### src/rtl/imem_loader.sv
// Instruction-memory loader: assembles a little-endian byte stream into 32-bit words and writes them out.
// Optional checksum trailer verification is enabled by defining IMEM_LOADER_CHECKSUM_EN.
module imem_loader #(
    parameter int MEM_SIZE = 256,
    parameter int CNT_W    = 9
) (
    input  logic        clk,
    input  logic        reset,
    input  logic        start,
    input  logic [31:0] num_words,
    input  logic        byte_valid,
    input  logic [7:0]  byte_data,
    output logic        byte_ready,
    output logic        mem_we,
    output logic [31:0] mem_addr,
    output logic [31:0] mem_wdata,
    output logic        busy,
    output logic        done,
    output logic        error,
    output logic        cpu_hold
);

    localparam logic [2:0] S_IDLE  = 3'd0;
    localparam logic [2:0] S_RECV  = 3'd1;
    localparam logic [2:0] S_WRITE = 3'd2;
    localparam logic [2:0] S_DONE  = 3'd3;
    localparam logic [2:0] S_ERR   = 3'd4;
`ifdef IMEM_LOADER_CHECKSUM_EN
    localparam logic [2:0] S_CHK   = 3'd5;
    logic [31:0]      sum;
`endif

    logic [2:0]       state;
    logic [CNT_W-1:0] word_idx;
    logic [CNT_W-1:0] nwords;
    logic [1:0]       byte_cnt;
    logic [23:0]      asm_lo;
    logic             accept;
    logic             idle_like;
    logic [31:0]      full_word;

    always_comb begin
`ifdef IMEM_LOADER_CHECKSUM_EN
        byte_ready = (state == S_RECV) || (state == S_CHK);
        // The checksum trailer is still part of the load, so it counts as busy.
        busy       = (state == S_RECV) || (state == S_WRITE) || (state == S_CHK);
`else
        byte_ready = (state == S_RECV);
        busy       = (state == S_RECV) || (state == S_WRITE);
`endif
        mem_we    = (state == S_WRITE);
        done      = (state == S_DONE);
        error     = (state == S_ERR);
        cpu_hold  = (state != S_DONE);
        accept    = byte_valid && byte_ready;
        idle_like = (state == S_IDLE) || (state == S_DONE) || (state == S_ERR);
        full_word = {byte_data, asm_lo};
    end

    // NOTE: all state below uses non-blocking assignments so every register samples pre-edge values.
    always_ff @(posedge clk) begin
        if (reset) begin
            state     <= S_IDLE;
            word_idx  <= '0;
            nwords    <= '0;
            byte_cnt  <= '0;
            asm_lo    <= '0;
            mem_addr  <= '0;
            mem_wdata <= '0;
`ifdef IMEM_LOADER_CHECKSUM_EN
            sum       <= '0;
`endif
        end else begin
            // Lower three lanes are collected here; lane 3 completes the word directly.
            if (accept) begin
                byte_cnt <= byte_cnt + 2'd1;
                case (byte_cnt)
                    2'd0:    asm_lo[7:0]   <= byte_data;
                    2'd1:    asm_lo[15:8]  <= byte_data;
                    2'd2:    asm_lo[23:16] <= byte_data;
                    default: ;
                endcase
            end

            case (state)
                S_IDLE, S_DONE, S_ERR: begin
                    if (start) begin
                        word_idx <= '0;
                        byte_cnt <= '0;
                        nwords   <= num_words[CNT_W-1:0];
`ifdef IMEM_LOADER_CHECKSUM_EN
                        sum      <= '0;
`endif
                        if (num_words > 32'(MEM_SIZE))
                            state <= S_ERR;
                        else if (num_words == 32'd0)
                            state <= S_DONE;
                        else
                            state <= S_RECV;
                    end
                end
                S_RECV: begin
                    if (accept && byte_cnt == 2'd3) begin
                        mem_wdata <= full_word;
                        mem_addr  <= {{(30-CNT_W){1'b0}}, word_idx, 2'b00};
                        state     <= S_WRITE;
                    end
                end
                S_WRITE: begin
                    word_idx <= word_idx + CNT_W'(1);
`ifdef IMEM_LOADER_CHECKSUM_EN
                    sum      <= sum + mem_wdata;
                    if (word_idx + CNT_W'(1) == nwords)
                        state <= S_CHK;
                    else
                        state <= S_RECV;
`else
                    if (word_idx + CNT_W'(1) == nwords)
                        state <= S_DONE;
                    else
                        state <= S_RECV;
`endif
                end
`ifdef IMEM_LOADER_CHECKSUM_EN
                S_CHK: begin
                    if (accept && byte_cnt == 2'd3)
                        state <= (full_word == sum) ? S_DONE : S_ERR;
                end
`endif
                default: state <= S_IDLE;
            endcase

            // idle_like gates start so a pulse during a load never restarts it.
            if (!idle_like && start) begin
                state <= state;
            end
        end
    end

endmodule

### config.mk
export PLATFORM = sky130hd
export DESIGN_NAME = imem_loader
export DESIGN_NICKNAME = d
export VERILOG_FILES = /design/src/rtl/imem_loader.sv
export SDC_FILE = /design/constraint.sdc
export NUM_CORES = 1
export LEC_CHECK = 0
export CAP_MARGIN = 20
export CORE_UTILIZATION = 40
export DETAILED_ROUTE_END_ITERATION = 7
export HOLD_SLACK_MARGIN = 0.1
export PLACE_DENSITY = 0.69
export SLEW_MARGIN = 25
export SYNTH_ARGS = -nofsm -noshare
export SYNTH_HDL_FRONTEND = slang
export SYNTH_SLANG_ARGS = --single-unit
### constraint.sdc
create_clock -name clk -period 5.8 [get_ports clk]
set_input_delay 0.58 -clock clk [delete_from_list [all_inputs] [get_ports clk]]
set_output_delay 0.58 -clock clk [all_outputs]
set_load 0.02 [all_outputs]
==> impl_metrics.toml, run 1 <==
[run_status]
status = "completed"

[detailed_routing]
first_pass_iters = 4
wl_per_cell_um = 12.7
drc = 0
postRouteWirelength_um = 8920
via_per_inst = 4.94
drt_iter0_drc = 124
vias = 3481
postRouteAntennaNets = 0

[clocking]
cts-root-buf = "clkbuf_8"
cts.path.max_buffers = 2
insertion_delay_ns = 0.35
cts.repair.resized = 0
cts_tree = "yes"
post-cts-setup-buffers = 0
clk_pin_slew_ns = 0.09
clkSinkCount = 88
cts_buffers = 9
hold_buffers = 0
htreeDepth = 3

[yosys]
syn_inst = 506
ys_async_sr_fraction_pct = 0
synth_edf_count = 0
synth.top_cell.area_share_pct = 45.6
yosysMostFrequentCell = "nand2_1"
postSynthAreaPerCell_um2 = 7.63
yosys-top-cells-area = "dfxtp_1 (46%), nand2_1 (13%), a21oi_1 (11%), buf_4 (4.7%), nand3_1 (3.5%)"
ys.flop_type = "dfxtp_1"
yosys_warnings = 0
seq_area_frac_synth_pct = 45.6
yosys-top-cells-count = "nand2_1 (137), a21oi_1 (88), dfxtp_1 (88)"
synth_area_um2 = 3860
ys_ff_latch = 88
synth_cell_types = 42
synth.largest_area_cell = "dfxtp_1"

[finish]
areaGrowthSynthToFinish_pct = 26.8
drive_gt1_share_pct = 3.82
utilization_pct = 52.7
diodes = 0
fin_nets = 621

[worst_setup_path]
endpoint = "busy"
worst_r2r_endpoint = "asm_lo[21]"
critPathLaunchType = "flop"
worstPathRequired_ns = 5.22
worst-path-max-fanout = 18
critPathKind = "flop to output port"
crit_start = "state[1]"
end_kind = "output port"
r2r_cells = 5
r2r-start = "state[0]"
rrSetupSlack_ns = 3.24
cp.arrival_ns = 2.34

[floorplanning]
io_pins = 114
die_area_um2 = 10000
die_w_um = 100
initial_core_util_pct = 41.6
dieHeight_um = 100
num_rows = 35
core_um2 = 9280

[sta]
min_period_ns = 2.92
fmax_mhz = 343
slew-limit-headroom_pct = 38.1
hold_violations = 0
setup-violations-final = 0
rsz0062_at_grt = "false"
worst_slew_pin_slew_ns = 0.929
tns_ns = 0
fin_worst_skew_ns = 0.00660
finalCritPeriodShare_pct = 50.3
maxSlewViolCount = 0

[grt]
grt_usage_pct = 18.4
grt-ovfl-total = 0
grt_pass1_vias = 3260
antenna_found_initial = 0
grt_pass1_wl_um = 14800
grt_max_degree = 89

[run]
cap_violations = 0

[place]
portBuffers = 90
place.gp.congestion = 0.846
dp_hpwl_um = 6380

[pwr]
p_leak_nw = 1.69
ir_drop_uv = 137
powerDensity_nw_per_um2 = 233

[min_path]
min_from = "asm_lo[10]"
min_path_type = "flop to flop"
-- cells in the final DEF, fill, tap and decap left out, types with 2 or more instances in the layout --
master and instances:
and3_1 6, buf_4 3, nor3b_1 3, inv_1 7, nand4_1 2, clkbuf_8 9, clkdlybuf4s50_1 89, conb_1 23
nor2b_1 3, nor4_1 8, o21ai_0 12, xor2_1 5, clkinvlp_4 2, nor3_1 4, nand2_1 137, nand3b_1 2
a31oi_1 4, nand3_1 27, xnor2_1 7, nor2_1 14, dfxtp_1 88, and2_1 3, a211oi_1 2, ha_1 5
a21oi_1 88, or4_1 2
-- area by class of cell --
| type | count | area [µm²] |
|---|---|---|
| clock inverter | 6 | 70.1 |
| multi-input combinational | 373 | 1830 |
| sequential | 88 | 1760 |
| clock buffer | 9 | 124 |
| tap | 129 | 161 |
| inverter | 7 | 26.3 |
| timing repair buffer | 93 | 918 |
| fill | 939 | 4390 |
-- per-stage QoR --
step                setup slack (ns)  hold WS [ns]  cell area [µm²]  instances  power, mW
global placement                3.26         0.442             4700        690      0.738
finish                          2.88         0.456             4900        705       1.14
floorplan                       3.69         0.432             3940        528      0.705
global route                    2.77         0.474             4900        705       1.19
detailed placement              3.18         0.448             4700        690      0.739
CTS                             2.89         0.461             4900        705       1.15
-- logic make-up (layout without fill, tap and decap cells) --
| logic type | count (synthesis) | count (layout) | synth area share [%] |
|---|---|---|---|
| and+or+nand+nor | 218 | 218 | 25.1 |
| AOI/OAI and AO/OA | 115 | 115 | 15.9 |
| DFF | 88 | 88 | 45.6 |
| buffers and inverters | 67 | 115 | 8.98 |
| xor gates and xnor gates | 12 | 12 | 2.72 |
| adders and majority gates | 5 | 5 | 1.62 |
| other | 1 | 23 | 0.0972 |
-- worst min-delay path by stage --
stage	to	slack [ns]	cells past startpoint
floorplan	mem_wdata[0]	0.43	2
finish	mem_wdata[10]	0.46	2
global route	mem_wdata[16]	0.47	2
CTS	mem_wdata[10]	0.46	2
detailed placement	mem_wdata[10]	0.45	2
global placement	mem_wdata[11]	0.44	2
-- power breakdown --
| part | total, mW | switching, mW | internal (mW) |
|---|---|---|---|
| registers | 0.620 | 0.00829 | 0.612 |
| logic | 0.106 | 0.0603 | 0.0455 |
| clock network | 0.415 | 0.216 | 0.200 |
-- routing by layer --
metal  global-route usage [%]  vias up  share of wire [%]
met5                        0        -                  0
met4                     6.24        0                2.0
met3                     5.08       19                4.8
met2                     32.7      105                 50
met1                     21.4     1579                 43
li1                         -     1778                  -
-- critical path: stages, from the launching register on --
cell and delay (ns):
dfxtp_1 0.48, or3b_1 0.63, o21ai_0 0.22, clkdlybuf4s50_1 0.66
-- flip-flops by register name (all words and copies together), names as in the netlist --
| register | count |
|---|---|
| asm_lo | 24 |
| mem_addr | 9 |
| mem_wdata | 32 |
| state | 3 |
| byte_cnt | 2 |
| nwords | 9 |
| word_idx | 9 |
Note: power is estimated with default switching activity, not from simulation.
==> run 2, diff against run 1 <==
- clock period: 5.8 -> 2.82 ns (I/O delays scaled with it)
==> run 2 against run 1 <==
Net effect: global-route usage is 0.61 points higher; highest routed layer unchanged; combinational power up 110%; largest cell class unchanged; largest power group unchanged; final cell count up 0.57%.
==> impl_metrics.toml, run 2 (same netlist as run 1, synthesis figures left out) <==
[detailed_routing]
highest_layer = "met4"
postRouteAntennaNets = 0
vias = 3518
met2_length_um = 4700
first_pass_iters = 4
wl_per_cell_um = 12.8
drc = 0
via_per_inst = 4.96
wl_met3_um = 391
wl_met1_um = 3920
postRouteWirelength_um = 9110
drt_iter0_drc = 139

[clocking]
htreeDepth = 3
cts_buffers = 9
clkSinkCount = 88
hold_buffers = 0
cts.path.max_buffers = 2
cts_tree = "yes"
insertion_delay_ns = 0.36
cts-root-buf = "clkbuf_8"
cts.repair.resized = 0
post-cts-setup-buffers = 0
clk_pin_slew_ns = 0.09

[floorplanning]
initial_core_util_pct = 41.6
die_w_um = 100
num_rows = 35
core_um2 = 9280
die_area_um2 = 10000
io_pins = 114
dieHeight_um = 100

[pwr]
powerDensity_nw_per_um2 = 487
ir_drop_uv = 280
p_leak_nw = 1.72

[place]
place_worst_setup_slack_ns = 0.534
dpl-instance-area_um2 = 4740
portBuffers = 90
place.gp.congestion = 0.911
dp_hpwl_um = 6590
dp_cells = 693

[sta]
maxSlewViolCount = 0
fin_ws_ns = 0.202
min_period_ns = 2.62
fmax_mhz = 382
setup-violations-final = 0
finalCritPeriodShare_pct = 92.8
hold_violations = 0
tns_ns = 0
fin_worst_skew_ns = 0.00645
worst_slew_pin_slew_ns = 0.833
rsz0062_at_grt = "false"
slew-limit-headroom_pct = 44.1

[worst_setup_path]
end_kind = "output port"
cp.arrival_ns = 2.34
critPathKind = "flop to output port"
critPathLaunchType = "flop"
worstPathRequired_ns = 2.54
worst-path-max-fanout = 18

[finish]
fillers = 921
multiInputGateArea_um2 = 1830
final-seq-area_um2 = 1760
layout_commonest_cell = "nand2_1"
stdcell_count = 709
fin_nets = 624
areaGrowthSynthToFinish_pct = 28.2
regMostFlops = "mem_wdata"
diodes = 0
largest_reg_flops = 32
top_regs = "mem_wdata: 32 flops, asm_lo: 24 flops"
stdcell_area_um2 = 4950
drive_gt1_share_pct = 4.48
mostFrequentLayoutCells = "nand2_1 (137), clkdlybuf4s50_1 (89), a21oi_1 (88), dfxtp_1 (88), nand3_1 (27)"

[grt]
antenna_found_initial = 0
grt_pass1_vias = 3300
grt_usage_pct = 19.0
grt_pass1_wl_um = 15200
grt-ovfl-total = 0
grt_max_degree = 53

[run]
cap_violations = 0

[min_path]
min_path_type = "flop to flop"

[run_status]
status = "completed"
## run 2: changes by cell type in the layout (fill, tap and decap cells not counted), sizes merged
cell and delta:
clkinvlp -2, buf +3, clkbuf +1, inv +2
## run 2: per-layer routing
| layer | vias up | track usage [%] |
|---|---|---|
| li1 | 1785 | - |
| met1 | 1630 | 21.9 |
| met2 | 94 | 34.6 |
| met3 | 9 | 5.36 |
| met4 | 0 | 4.91 |
| met5 | - | 0 |
## run 2: final timing paths
path                    from       endpoint  slack (ns)  cells past startpoint
hold reg to reg   asm_lo[11]  mem_wdata[11]        0.45                      2
setup reg to reg    state[1]       state[1]        0.52                      5
setup / recovery    state[1]         mem_we        0.20                      3
hold / removal    asm_lo[11]  mem_wdata[11]        0.45                      2
## run 2: final cells by class
type	count	share of cell area [%]
repair buffers	96	19.3
clock inverters	6	1.49
well taps	129	3.26
multi-input cells	373	37.1
flip-flops and latches	88	35.6
inverters	7	0.531
clock buffers	10	2.78
## run 2: critical path: stages (launching register included)
cell,delay (ns)
dfxtp_1,0.49
or3b_1,0.64
inv_1,0.22
clkdlybuf4s50_1,0.64
## run 2: power by group
part	switching (mW)	total (mW)	internal (mW)
Combinational	0.126	0.223	0.0962
Sequential	0.0176	1.28	1.26
Clock	0.464	0.910	0.446
Total	0.608	2.41	1.80
## run 2: stage by stage
step / utilization, % / power [mW] / hold slack, ns
2_1_floorplan: - / 1.45 / 0.418
3_3_place_gp: 51.0 / 1.52 / 0.442
3_5_place_dp: 51.0 / 1.53 / 0.442
4_1_cts: 53.3 / 2.44 / 0.441
5_1_grt: 53.3 / 2.51 / 0.475
6_report: 53.3 / 2.41 / 0.454
